`src/rtl/cdb_arbiter.sv`:
```
// Common data bus arbiter: per-FU result FIFOs feeding one registered CDB broadcast per cycle,
// chosen round-robin among the non-empty FIFOs.
module cdb_arbiter #(
  parameter int N_FU  = 4,
  parameter int DEPTH = 2,
  parameter int XLEN  = 32,
  parameter int TAG_W = 5
) (
  input  logic                      clock,
  input  logic                      reset,
  input  logic                      flush,
  input  logic [N_FU-1:0]           fu_valid,
  input  logic [N_FU*TAG_W-1:0]     fu_tag,
  input  logic [N_FU*XLEN-1:0]      fu_value,
  output logic [N_FU-1:0]           fu_ready,
  output logic                      cdb_valid,
  output logic [TAG_W-1:0]          cdb_tag,
  output logic [XLEN-1:0]           cdb_value,
  output logic [$clog2(N_FU)-1:0]   cdb_fu
);

  localparam int FU_W  = $clog2(N_FU);
  localparam int PTR_W = $clog2(DEPTH);
  localparam int CNT_W = PTR_W + 1;

  logic [CNT_W-1:0] count   [N_FU];
  logic [PTR_W-1:0] wr_ptr  [N_FU];
  logic [PTR_W-1:0] rd_ptr  [N_FU];
  logic [TAG_W-1:0] mem_tag   [N_FU][DEPTH];
  logic [XLEN-1:0]  mem_value [N_FU][DEPTH];

  logic [FU_W-1:0]  rr_ptr;
  logic [FU_W-1:0]  rr_next;
  logic [FU_W-1:0]  cand;
  logic [FU_W-1:0]  win_idx;
  logic             win_found;
  logic [N_FU-1:0]  push;
  logic [N_FU-1:0]  pop;
  logic [TAG_W-1:0] head_tag;
  logic [XLEN-1:0]  head_value;

  // Handshake: an FU result transfers at a rising edge when fu_valid[i] && fu_ready[i].
  // fu_ready[i] comes only from the registered count, so a full FIFO refuses a push even
  // while its head is popped in the same cycle; fu_valid never feeds back into fu_ready.
  always_comb begin
    fu_ready = '0;
    push     = '0;
    for (int i = 0; i < N_FU; i++) begin
      fu_ready[i] = (count[i] < CNT_W'(DEPTH));
      push[i]     = fu_valid[i] && fu_ready[i];
    end
  end

  // Round-robin search starting at rr_ptr; first non-empty FIFO wins.
  always_comb begin
    win_found = 1'b0;
    win_idx   = '0;
    cand      = '0;
    pop       = '0;
    for (int k = 0; k < N_FU; k++) begin
      cand = FU_W'((int'(rr_ptr) + k) % N_FU);
      if (!win_found && (count[cand] != '0)) begin
        win_found = 1'b1;
        win_idx   = cand;
      end
    end
    if (win_found) begin
      pop[win_idx] = 1'b1;
    end
  end

  always_comb begin
    rr_next    = (win_idx == FU_W'(N_FU - 1)) ? '0 : win_idx + FU_W'(1);
    head_tag   = mem_tag[win_idx][rd_ptr[win_idx]];
    head_value = mem_value[win_idx][rd_ptr[win_idx]];
  end

  // Storage carries no reset; occupancy is tracked entirely by count and the pointers.
  always_ff @(posedge clock) begin
    for (int i = 0; i < N_FU; i++) begin
      if (push[i] && !flush) begin
        mem_tag[i][wr_ptr[i]]   <= fu_tag[i*TAG_W +: TAG_W];
        mem_value[i][wr_ptr[i]] <= fu_value[i*XLEN +: XLEN];
      end
    end
  end

  always_ff @(posedge clock or negedge reset) begin
    if (!reset) begin
      for (int i = 0; i < N_FU; i++) begin
        count[i]  <= '0;
        wr_ptr[i] <= '0;
        rd_ptr[i] <= '0;
      end
      rr_ptr    <= '0;
      cdb_valid <= 1'b0;
      cdb_tag   <= '0;
      cdb_value <= '0;
      cdb_fu    <= '0;
    end else if (flush) begin
      for (int i = 0; i < N_FU; i++) begin
        count[i]  <= '0;
        wr_ptr[i] <= '0;
        rd_ptr[i] <= '0;
      end
      rr_ptr    <= '0;
      cdb_valid <= 1'b0;
    end else begin
      for (int i = 0; i < N_FU; i++) begin
        if (push[i]) begin
          wr_ptr[i] <= wr_ptr[i] + PTR_W'(1);
        end
        if (pop[i]) begin
          rd_ptr[i] <= rd_ptr[i] + PTR_W'(1);
        end
        if (push[i] && !pop[i]) begin
          count[i] <= count[i] + CNT_W'(1);
        end else if (pop[i] && !push[i]) begin
          count[i] <= count[i] - CNT_W'(1);
        end
      end
      cdb_valid <= win_found;
      // Tag/value/fu keep their last broadcast when the bus goes idle.
      if (win_found) begin
        rr_ptr    <= rr_next;
        cdb_tag   <= head_tag;
        cdb_value <= head_value;
        cdb_fu    <= win_idx;
      end
    end
  end

endmodule
```
`config.mk`:
```
export PLATFORM = sky130hd
export DESIGN_NAME = cdb_arbiter
export DESIGN_NICKNAME = d
export VERILOG_FILES = /design/src/rtl/cdb_arbiter.sv
export SDC_FILE = /design/constraint.sdc
export NUM_CORES = 1
export LEC_CHECK = 0
export CORE_UTILIZATION = 40
export DETAILED_ROUTE_END_ITERATION = 6
export PLACE_DENSITY = 0.71
export SETUP_SLACK_MARGIN = 0.02
export SLEW_MARGIN = 30
export SYNTH_ARGS = -nofsm -noshare
export SYNTH_HDL_FRONTEND = slang
export SYNTH_SLANG_ARGS = --single-unit
```
`constraint.sdc`:
```
create_clock -name clock -period 7.4 [get_ports clock]
set_input_delay 1.11 -clock clock [delete_from_list [all_inputs] [get_ports clock]]
set_output_delay 1.11 -clock clock [all_outputs]
set_load 0.01 [all_outputs]
```
==> flow_summary.yaml, run 1 <==
sta:
  setup_viol: 0
  tightest_slew_ps: 912
  rsz0062_at_grt: "no"
  fin_setup_tns_ps: 0
  hold_violations: 0
  slew_headroom_pct: 39.2
  clock_skew_ps: 11.4
  fin_crit_sh_pct: 66.2
  fin_crit_ps: 4900
  fmax_mhz: 204
  slew_violations: 0
global_route:
  grt_max_degree: 114
  top_usage_layer: "met2"
  grt_pass1_vias: 8918
  grt_pass1_wl_um: 52200
  met2_usage_pct: 31.8
  gr-total-overflow: 0
  use_met1_pct: 25.5
  grt_antenna_before_repair: 2
  use_met3_pct: 3.56
  track_usage_pct: 19.2
clock_tree:
  cts_buffers: 38
  clk_pin_slew_ps: 60
  clock_latency_ps: 510
  cts-root-buf: "clkbuf_16"
  ctsHoldBuffers: 0
  clock_path_buffers: 3
  cts.sinks: 354
  cts_tree: "done"
  cts_setup_buffers: 0
  htree_levels: 2
  ctsResizeCount: 0
place:
  placed_area_mm2: 0.0168
  gp_congestion: 0.791
  hpwl_um: 20600
  dp_cells: 1505
  numPortBuffers: 198
power_and_ir_drop:
  p_sw_mw: 2.91
  p_leak_nw: 6.61
  internal-power_mw: 5.21
  switching_share_pct: 35.8
  power_mw: 8.12
  p_clk_share_pct: 22.6
  seq_power_share_pct: 32.7
  p_comb_share_pct: 44.7
  irDropWorstVdd_mv: 0.353
  power.density_mw_per_mm2: 450
final_layout:
  fill_cells: 2892
  final_common_cell: "edfxtp_1"
  fin_cells: 1575
  seq_area_mm2: 0.0103
  area_growth_pct: 25.3
  nets: 1243
  final_cell_mix: "edfxtp_1 (296), clkdlybuf4s50_1 (197), dfrtp_1 (58)"
  final_area_mm2: 0.0181
  multi_input_area_mm2: 0.00380
  drive_gt1_share_pct: 10.9
detailed_routing:
  ant_nets: 0
  dr.pass1.iters: 5
  drtIter0Drc: 756
  vias: 8595
  drc: 0
  routed_wl_um: 35000
  wl_per_cell_um: 22.2
  via_per_inst: 5.46
run:
  cap_violations: 0
floorplanning:
  dieArea_mm2: 0.0368
  core-area_mm2: 0.0355
  initial_utilization_pct: 40.6
  die_h_um: 192
  fp-row-count: 69
  ios: 199
  fp.dieW_um: 192
synth:
  synth_fp_nets: 1058
  ys_ff_latch: 354
  syn_avg_cell_area_um2: 16.0
  synthCells: 899
  synth_top_cell_by_area: "edfxtp_1"
  synth_warnings: 0
  ys_top_cells_by_area: "edfxtp_1 (62%), dfrtp_1 (10%), mux2_4 (3.6%)"
  synth_top_area_share_pct: 61.7
  yosysUniqueCellTypes: 48
  seq_area_frac_synth_pct: 71.7
  netlist_area_mm2: 0.0144
setup_path:
  worst-endpoint-required_ps: 7790
  reg2reg_depth: 8
  worstSetupEndpointType: "flip-flop"
  cp_max_fo: 78
  startpoint_type: "flip-flop"
  crit_type: "reg -> reg"
  crit_arrival_ps: 5290
outcome:
  status: "complete, no violations"
worst_hold_path:
  hold_depth: 1
  worst_hold_path_type: "reg -> reg"
## per-layer routing
metal | up-vias | routed length (um)
met5 | - | 0
met4 | 0 | 861
met3 | 62 | 2580
met2 | 376 | 17100
met1 | 4264 | 14500
li1 | 3893 | -
## Yosys cell counts, drive strengths merged
cell and n:
nor3 4, and2 1, or2 4, mux2i 37
nand2 43, o31ai 1, a311o 1, or3 1
o21ba 2, or4 1, a21oi 43, a2111o 2
a2111oi 1, edfxtp 296, inv 9, and3 38
dfrtp 58, a21bo 1, a21o 38, nor4 1
clkbuf 35, nand2b 34, o221a 37, and3b 4
a32oi 1, nor2 20, xnor2 12, nor2b 5
buf 30, nor3b 4, ha 4, a31oi 2
or2b 4, nand3 2, xor2 4, a221oi 39
mux2 38, o21ai 5, o31a 37
## path summary, 6_finish.rpt
kind	from	end	slack [ps]
worst max-delay path	count[5]	cdb_value[11]	2500
worst min-delay path	cdb_fu[1]	cdb_fu[1]	500
worst max register to register	count[5]	cdb_value[11]	2500
worst min register to register	cdb_fu[1]	cdb_fu[1]	500
max in group asynchronous	reset	cdb_value[10]	6080
min in group asynchronous	reset	cdb_value[24]	730
## sequential cells by signal (all words and copies together), names as in the netlist, 2 cells and up
name / flops
mem_value: 256
mem_tag: 40
cdb_value: 32
count: 8
cdb_tag: 5
rd_ptr: 4
wr_ptr: 4
cdb_fu: 2
rr_ptr: 2
## layout make-up
type                    instances  share of cell area [%]
multi-input cells             471                    21.1
well taps                     461                    3.19
inverters                       9                   0.243
repair buffers                210                    11.5
diodes                          1                  0.0139
clock inverters                19                    1.09
clock buffers                  50                    5.63
flip-flops and latches        354                    57.3
## power groups by stage
| stage | Clock (mW) | Combinational (mW) | Sequential [mW] |
|---|---|---|---|
| global route | 1.94 | 3.93 | 2.69 |
| detailed placement | 0 | 3.61 | 2.70 |
| finish | 1.84 | 3.63 | 2.66 |
| CTS | 1.87 | 3.63 | 2.66 |
| global placement | 0 | 3.49 | 2.69 |
| floorplan | 0 | 2.59 | 2.70 |
## critical path, stage by stage, from the launching register on
cell,delay (ps)
dfrtp_1,430
nor4_1,510
a2111o_2,790
nand2_8,560
inv_6,770
buf_4,720
mux2_4,360
o221a_1,250
o31a_1,280
## metrics by stage
stage / setup slack (ps) / utilization (%) / hold slack [ps]
final: 2500 / 50.9 / 504
after global routing: 2250 / 50.9 / 549
after CTS: 2330 / 50.9 / 510
after detailed placement: 2330 / 47.4 / 497
after global placement: 2460 / 47.4 / 496
after floorplan: 2660 / - / 496
## logic make-up (layout without fill, tap and decap cells)
kind of cell | after synthesis | after routing | synth area share [%]
mux | 75 | 75 | 6.45
simple gates | 166 | 166 | 6.22
fa+ha+maj | 4 | 4 | 0.347
xor+xnor | 16 | 16 | 0.972
compound gates | 210 | 210 | 11.9
flops | 354 | 354 | 71.7
other cells | 0 | 1 | 0
buf+inv | 74 | 288 | 2.41
Power figures use the tool's default switching activity.
==> run 2, diff against run 1 <==
==> constraint.sdc (replaced) <==
create_clock -name clock -period 5.15 [get_ports clock]
set_input_delay 0.7725 -clock clock [delete_from_list [all_inputs] [get_ports clock]]
set_output_delay 0.7725 -clock clock [all_outputs]
set_load 0.01 [all_outputs]
==> flow_summary.yaml, run 2 (synthesis results as in run 1) <==
outcome:
  status: "complete, no violations"
place:
  gp_congestion: 0.784
  hpwl_um: 22100
  placed_area_mm2: 0.0169
  place_ws_ps: 1370
  numPortBuffers: 198
clock_tree:
  htree_levels: 2
  cts.sinks: 354
  cts_setup_buffers: 0
  clock_latency_ps: 510
  cts_buffers: 36
  cts-root-buf: "clkbuf_16"
  ctsHoldBuffers: 0
  clock_path_buffers: 3
  clk_pin_slew_ps: 60
  ctsResizeCount: 0
  cts_tree: "done"
global_route:
  grt_pass1_vias: 8804
  grt_antenna_before_repair: 0
  gr-total-overflow: 0
  grt_max_degree: 114
  grt_pass1_wl_um: 52600
  track_usage_pct: 19.6
floorplanning:
  core-area_mm2: 0.0355
  fp-row-count: 69
  fp.dieW_um: 192
  ios: 199
  dieArea_mm2: 0.0368
  die_h_um: 192
  initial_utilization_pct: 40.6
sta:
  hold_violations: 0
  slew_violations: 0
  setup_viol: 0
  slew_headroom_pct: 38.9
  fin_crit_ps: 3880
  fin_setup_tns_ps: 0
  fin_crit_sh_pct: 75.3
  tightest_slew_ps: 917
  fmax_mhz: 258
  rsz0062_at_grt: "no"
  worst_slack_ps: 1270
  clock_skew_ps: 11.1
power_and_ir_drop:
  power.density_mw_per_mm2: 651
  p_leak_nw: 6.63
  irDropWorstVdd_mv: 0.584
setup_path:
  critical-path-slowest-cell: "a2111o_2"
  r2r-end: "cdb_value[23]"
  r2r-start: "count[5]"
  max_stage_delay_ps: 730
  cp_max_fo: 70
  cpLargestDelayFamily: "compound AO/OA/AOI/OAI gates"
  worst-endpoint-required_ps: 5540
  crit_type: "reg -> reg"
  worstSetupEndpointType: "flip-flop"
  crit_buf_inv: 2
  worst-r2r-setup-slack_ps: 1270
  startpoint_type: "flip-flop"
  reg2reg_depth: 8
  crit_chain: "nor4_1, a2111o_2, nand2_4, inv_6, buf_4, mux2_4, o221a_1, o31a_1"
  crit_arrival_ps: 4270
final_layout:
  largest_reg_flops: 256
  nets: 1242
  antenna_cells: 0
  drive_gt1_share_pct: 10.8
  fill_cells: 2834
  multi_input_area_mm2: 0.00380
  seq_area_mm2: 0.0103
  area_growth_pct: 25.5
  final_cell_mix: "edfxtp_1 (296), clkdlybuf4s50_1 (196), dfrtp_1 (58)"
  final_common_cell: "edfxtp_1"
  final_area_mm2: 0.0181
detailed_routing:
  dr.pass1.iters: 5
  ant_nets: 0
  drc: 0
  vias: 8649
  routed_wl_um: 36200
  wl_per_cell_um: 23.1
  via_per_inst: 5.51
  drtIter0Drc: 948
run:
  cap_violations: 0
worst_hold_path:
  worst_hold_path_type: "in -> async"
==> run 2: cell count changes in the layout (fill, tap and decap cells not counted), sizes merged <==
cell / delta
diode: -1
buf: +2
bufinv: +3
clkinvlp: -3
inv: -1
clkdlybuf4s50: -1
clkinv: -4
clkbuf: -1
==> run 2: worst max-delay path by stage <==
stage	slack [ps]	endpoint	startpoint	cells past startpoint
after floorplan	740	mem_tag[0][5]	flush	3
after global placement	1460	cdb_value[18]	count[0]	8
after detailed placement	1370	cdb_value[20]	count[5]	8
after CTS	1370	cdb_value[20]	count[5]	8
after global routing	1140	cdb_value[18]	count[5]	8
final	1270	cdb_value[23]	count[5]	8
==> run 2: area by class of cell <==
type                            instances  share of cell area (%)
Clock buffer                           49                    5.48
Clock inverter                         14                    1.32
Inverter                                9                   0.242
Multi-Input combinational cell        471                    21.0
Sequential cell                       354                    57.2
Tap cell                              461                    3.19
Timing Repair Buffer                  211                    11.6
==> run 2: report_power, final <==
part | internal, mW | switching [mW] | total, mW
clock network | 1.69 | 1.01 | 2.71
registers | 3.59 | 0.247 | 3.84
logic | 2.32 | 2.91 | 5.23
==> run 2: worst reg2reg max path, delay by kind of cell, from the launching register on <==
| family | cells | cell delay (ps) |
|---|---|---|
| AO/OA/AOI/OAI | 3 | 1240 |
| buffers and inverters | 2 | 1120 |
| flip-flops | 1 | 450 |
| multiplexers | 1 | 330 |
| AND/OR/NAND/NOR | 2 | 630 |
==> run 2: metrics by stage <==
step / hold WS (ps) / std cells / utilization [%] / total power, mW
after floorplan: 477 / 899 / - / 7.60
after global placement: 495 / 1506 / 47.5 / 8.96
after detailed placement: 507 / 1506 / 47.5 / 9.09
after CTS: 418 / 1569 / 51.0 / 11.8
after global routing: 426 / 1569 / 51.0 / 12.4
final: 371 / 1569 / 51.0 / 11.8
==> run 2: metal layers <==
| metal | track usage (%) | routed length, um | up-vias | part of all wire [%] |
|---|---|---|---|---|
| met4 | 6.93 | 964 | 0 | 2.7 |
| met3 | 2.76 | 2650 | 59 | 7.3 |
| li1 | - | - | 3888 | - |
| met5 | 0 | 0 | - | 0 |
| met1 | 27.3 | 15300 | 4326 | 42 |
| met2 | 31.3 | 17200 | 376 | 48 |
==> run 3, diff against run 2 <==
--- a/config.mk
+++ b/config.mk
@@ -7,7 +7,7 @@
 export LEC_CHECK = 0
 export CORE_UTILIZATION = 40
 export DETAILED_ROUTE_END_ITERATION = 6
-export PLACE_DENSITY = 0.71
+export PLACE_DENSITY = 0.74
 export SETUP_SLACK_MARGIN = 0.02
 export SLEW_MARGIN = 30
 export SYNTH_ARGS = -nofsm -noshare
==> constraint.sdc (replaced) <==
create_clock -name clock -period 3.4 [get_ports clock]
set_input_delay 0.51 -clock clock [delete_from_list [all_inputs] [get_ports clock]]
set_output_delay 0.51 -clock clock [all_outputs]
set_load 0.01 [all_outputs]
==> flow_summary.yaml, run 3 (synthesis results as in run 1) <==
detailed_routing:
  routed_wl_um: 37000
  dr.pass1.iters: 5
  wl_per_cell_um: 23.2
  ant_nets: 0
  drtIter0Drc: 737
  via_per_inst: 5.53
  vias: 8815
  drc: 0
floorplanning:
  initial_utilization_pct: 40.6
  ios: 199
  fp.dieW_um: 192
  dieArea_mm2: 0.0368
  fp-row-count: 69
  die_h_um: 192
  core-area_mm2: 0.0355
final_layout:
  nets: 1265
  final_util_pct: 51.5
  final_common_cell: "edfxtp_1"
  largest_reg_flops: 256
  final_area_mm2: 0.0183
  drive_gt1_share_pct: 13.2
  fin_cells: 1593
  antenna_cells: 0
  final_cell_mix: "edfxtp_1 (296), clkdlybuf4s50_1 (197), dfrtp_1 (58)"
  area_growth_pct: 26.9
sta:
  tightest_slew_ps: 660
  fmax_mhz: 344
  fin_crit_sh_pct: 85.4
  setup_viol: 0
  hold_violations: 0
  slew_headroom_pct: 56.0
  fin_crit_ps: 2900
  slew_violations: 0
  rsz0062_at_grt: "no"
  clock_skew_ps: 21.0
global_route:
  grt_max_degree: 78
  grt_antenna_before_repair: 0
  grt_pass1_wl_um: 54900
  grt_pass1_vias: 9170
  track_usage_pct: 20.2
  gr-total-overflow: 0
place:
  dp_cells: 1529
  gp_congestion: 0.772
  numPortBuffers: 198
  hpwl_um: 23700
  placed_area_mm2: 0.0171
clock_tree:
  ctsHoldBuffers: 0
  clock_path_buffers: 3
  cts_setup_buffers: 0
  cts-root-buf: "clkbuf_16"
  cts_tree: "done"
  clock_latency_ps: 510
  cts.sinks: 354
  htree_levels: 2
  clk_pin_slew_ps: 60
  cts_buffers: 36
  ctsResizeCount: 0
setup_path:
  cp_max_fo: 25
  crit_type: "reg -> reg"
  r2r-start: "count[5]"
  worstSetupEndpointType: "flip-flop"
  worst-endpoint-required_ps: 3780
  worst-r2r-setup-slack_ps: 500
  reg2reg_depth: 8
  startpoint_type: "flip-flop"
  r2r-end: "cdb_value[2]"
  crit_arrival_ps: 3280
worst_hold_path:
  worst_hold_path_type: "in -> async"
power_and_ir_drop:
  power.density_mw_per_mm2: 992
  p_leak_nw: 6.75
  irDropWorstVdd_mv: 0.840
outcome:
  status: "complete, no violations"
run:
  cap_violations: 0
[run 3: cell types whose count changed in the layout (fill, tap and decap cells not counted), sizes merged]
cell,before,now
clkinv,7,8
clkbuf,49,45
buf,15,37
bufinv,7,5
clkinvlp,0,5
inv,9,10
clkdlybuf4s50,196,197
[run 3: stage by stage]
stage	hold slack, ps	setup WS (ps)	power, mW	TNS (ps)
finish	25.7	497	18.1	0
global route	45.0	322	19.1	0
CTS	157	521	18.2	0
detailed placement	521	533	14.2	0
global placement	516	629	13.9	0
floorplan	214	-744	11.5	-102000
[run 3: area by class of cell]
class / count / area [um2]
inverters: 9 / 41.3
clock inverters: 19 / 234
clock buffers: 45 / 966
well taps: 461 / 577
repair buffers: 234 / 2340
multi-input cells: 471 / 3780
fillers: 2844 / 17200
flip-flops and latches: 354 / 10300
[run 3: worst max-delay path by stage]
stage | start | end | slack (ps) | depth (start not counted)
6_report | count[5] | cdb_value[2] | 500 | 8
5_1_grt | count[7] | count[1] | 320 | 9
4_1_cts | count[5] | cdb_value[2] | 520 | 8
3_5_place_dp | count[5] | cdb_value[0] | 530 | 8
3_3_place_gp | count[7] | count[1] | 630 | 9
2_1_floorplan | flush | mem_tag[0][5] | -740 | 3
[run 3: routing by layer]
| layer | global-route usage (%) | up-vias | part of all wire, % |
|---|---|---|---|
| met3 | 3.47 | 69 | 6.3 |
| met4 | 6.07 | 0 | 2.2 |
| met2 | 34.0 | 377 | 50 |
| li1 | - | 3926 | - |
| met5 | 0 | - | 0 |
| met1 | 26.7 | 4443 | 42 |
[run 3: power by group]
group	switching, mW	internal, mW	total [mW]
clock	1.60	2.41	4.01
sequential	0.335	5.44	5.77
combinational	4.57	3.78	8.35
total	6.51	11.6	18.1
[run 3: critical path: stages, from the launching register on]
cell and delay (ps):
dfrtp_1 440, nor4_1 510, a2111o_2 340, nand2_4 110, inv_6 260, buf_12 250, mux2_4 320, o221a_1 240
o31a_1 280
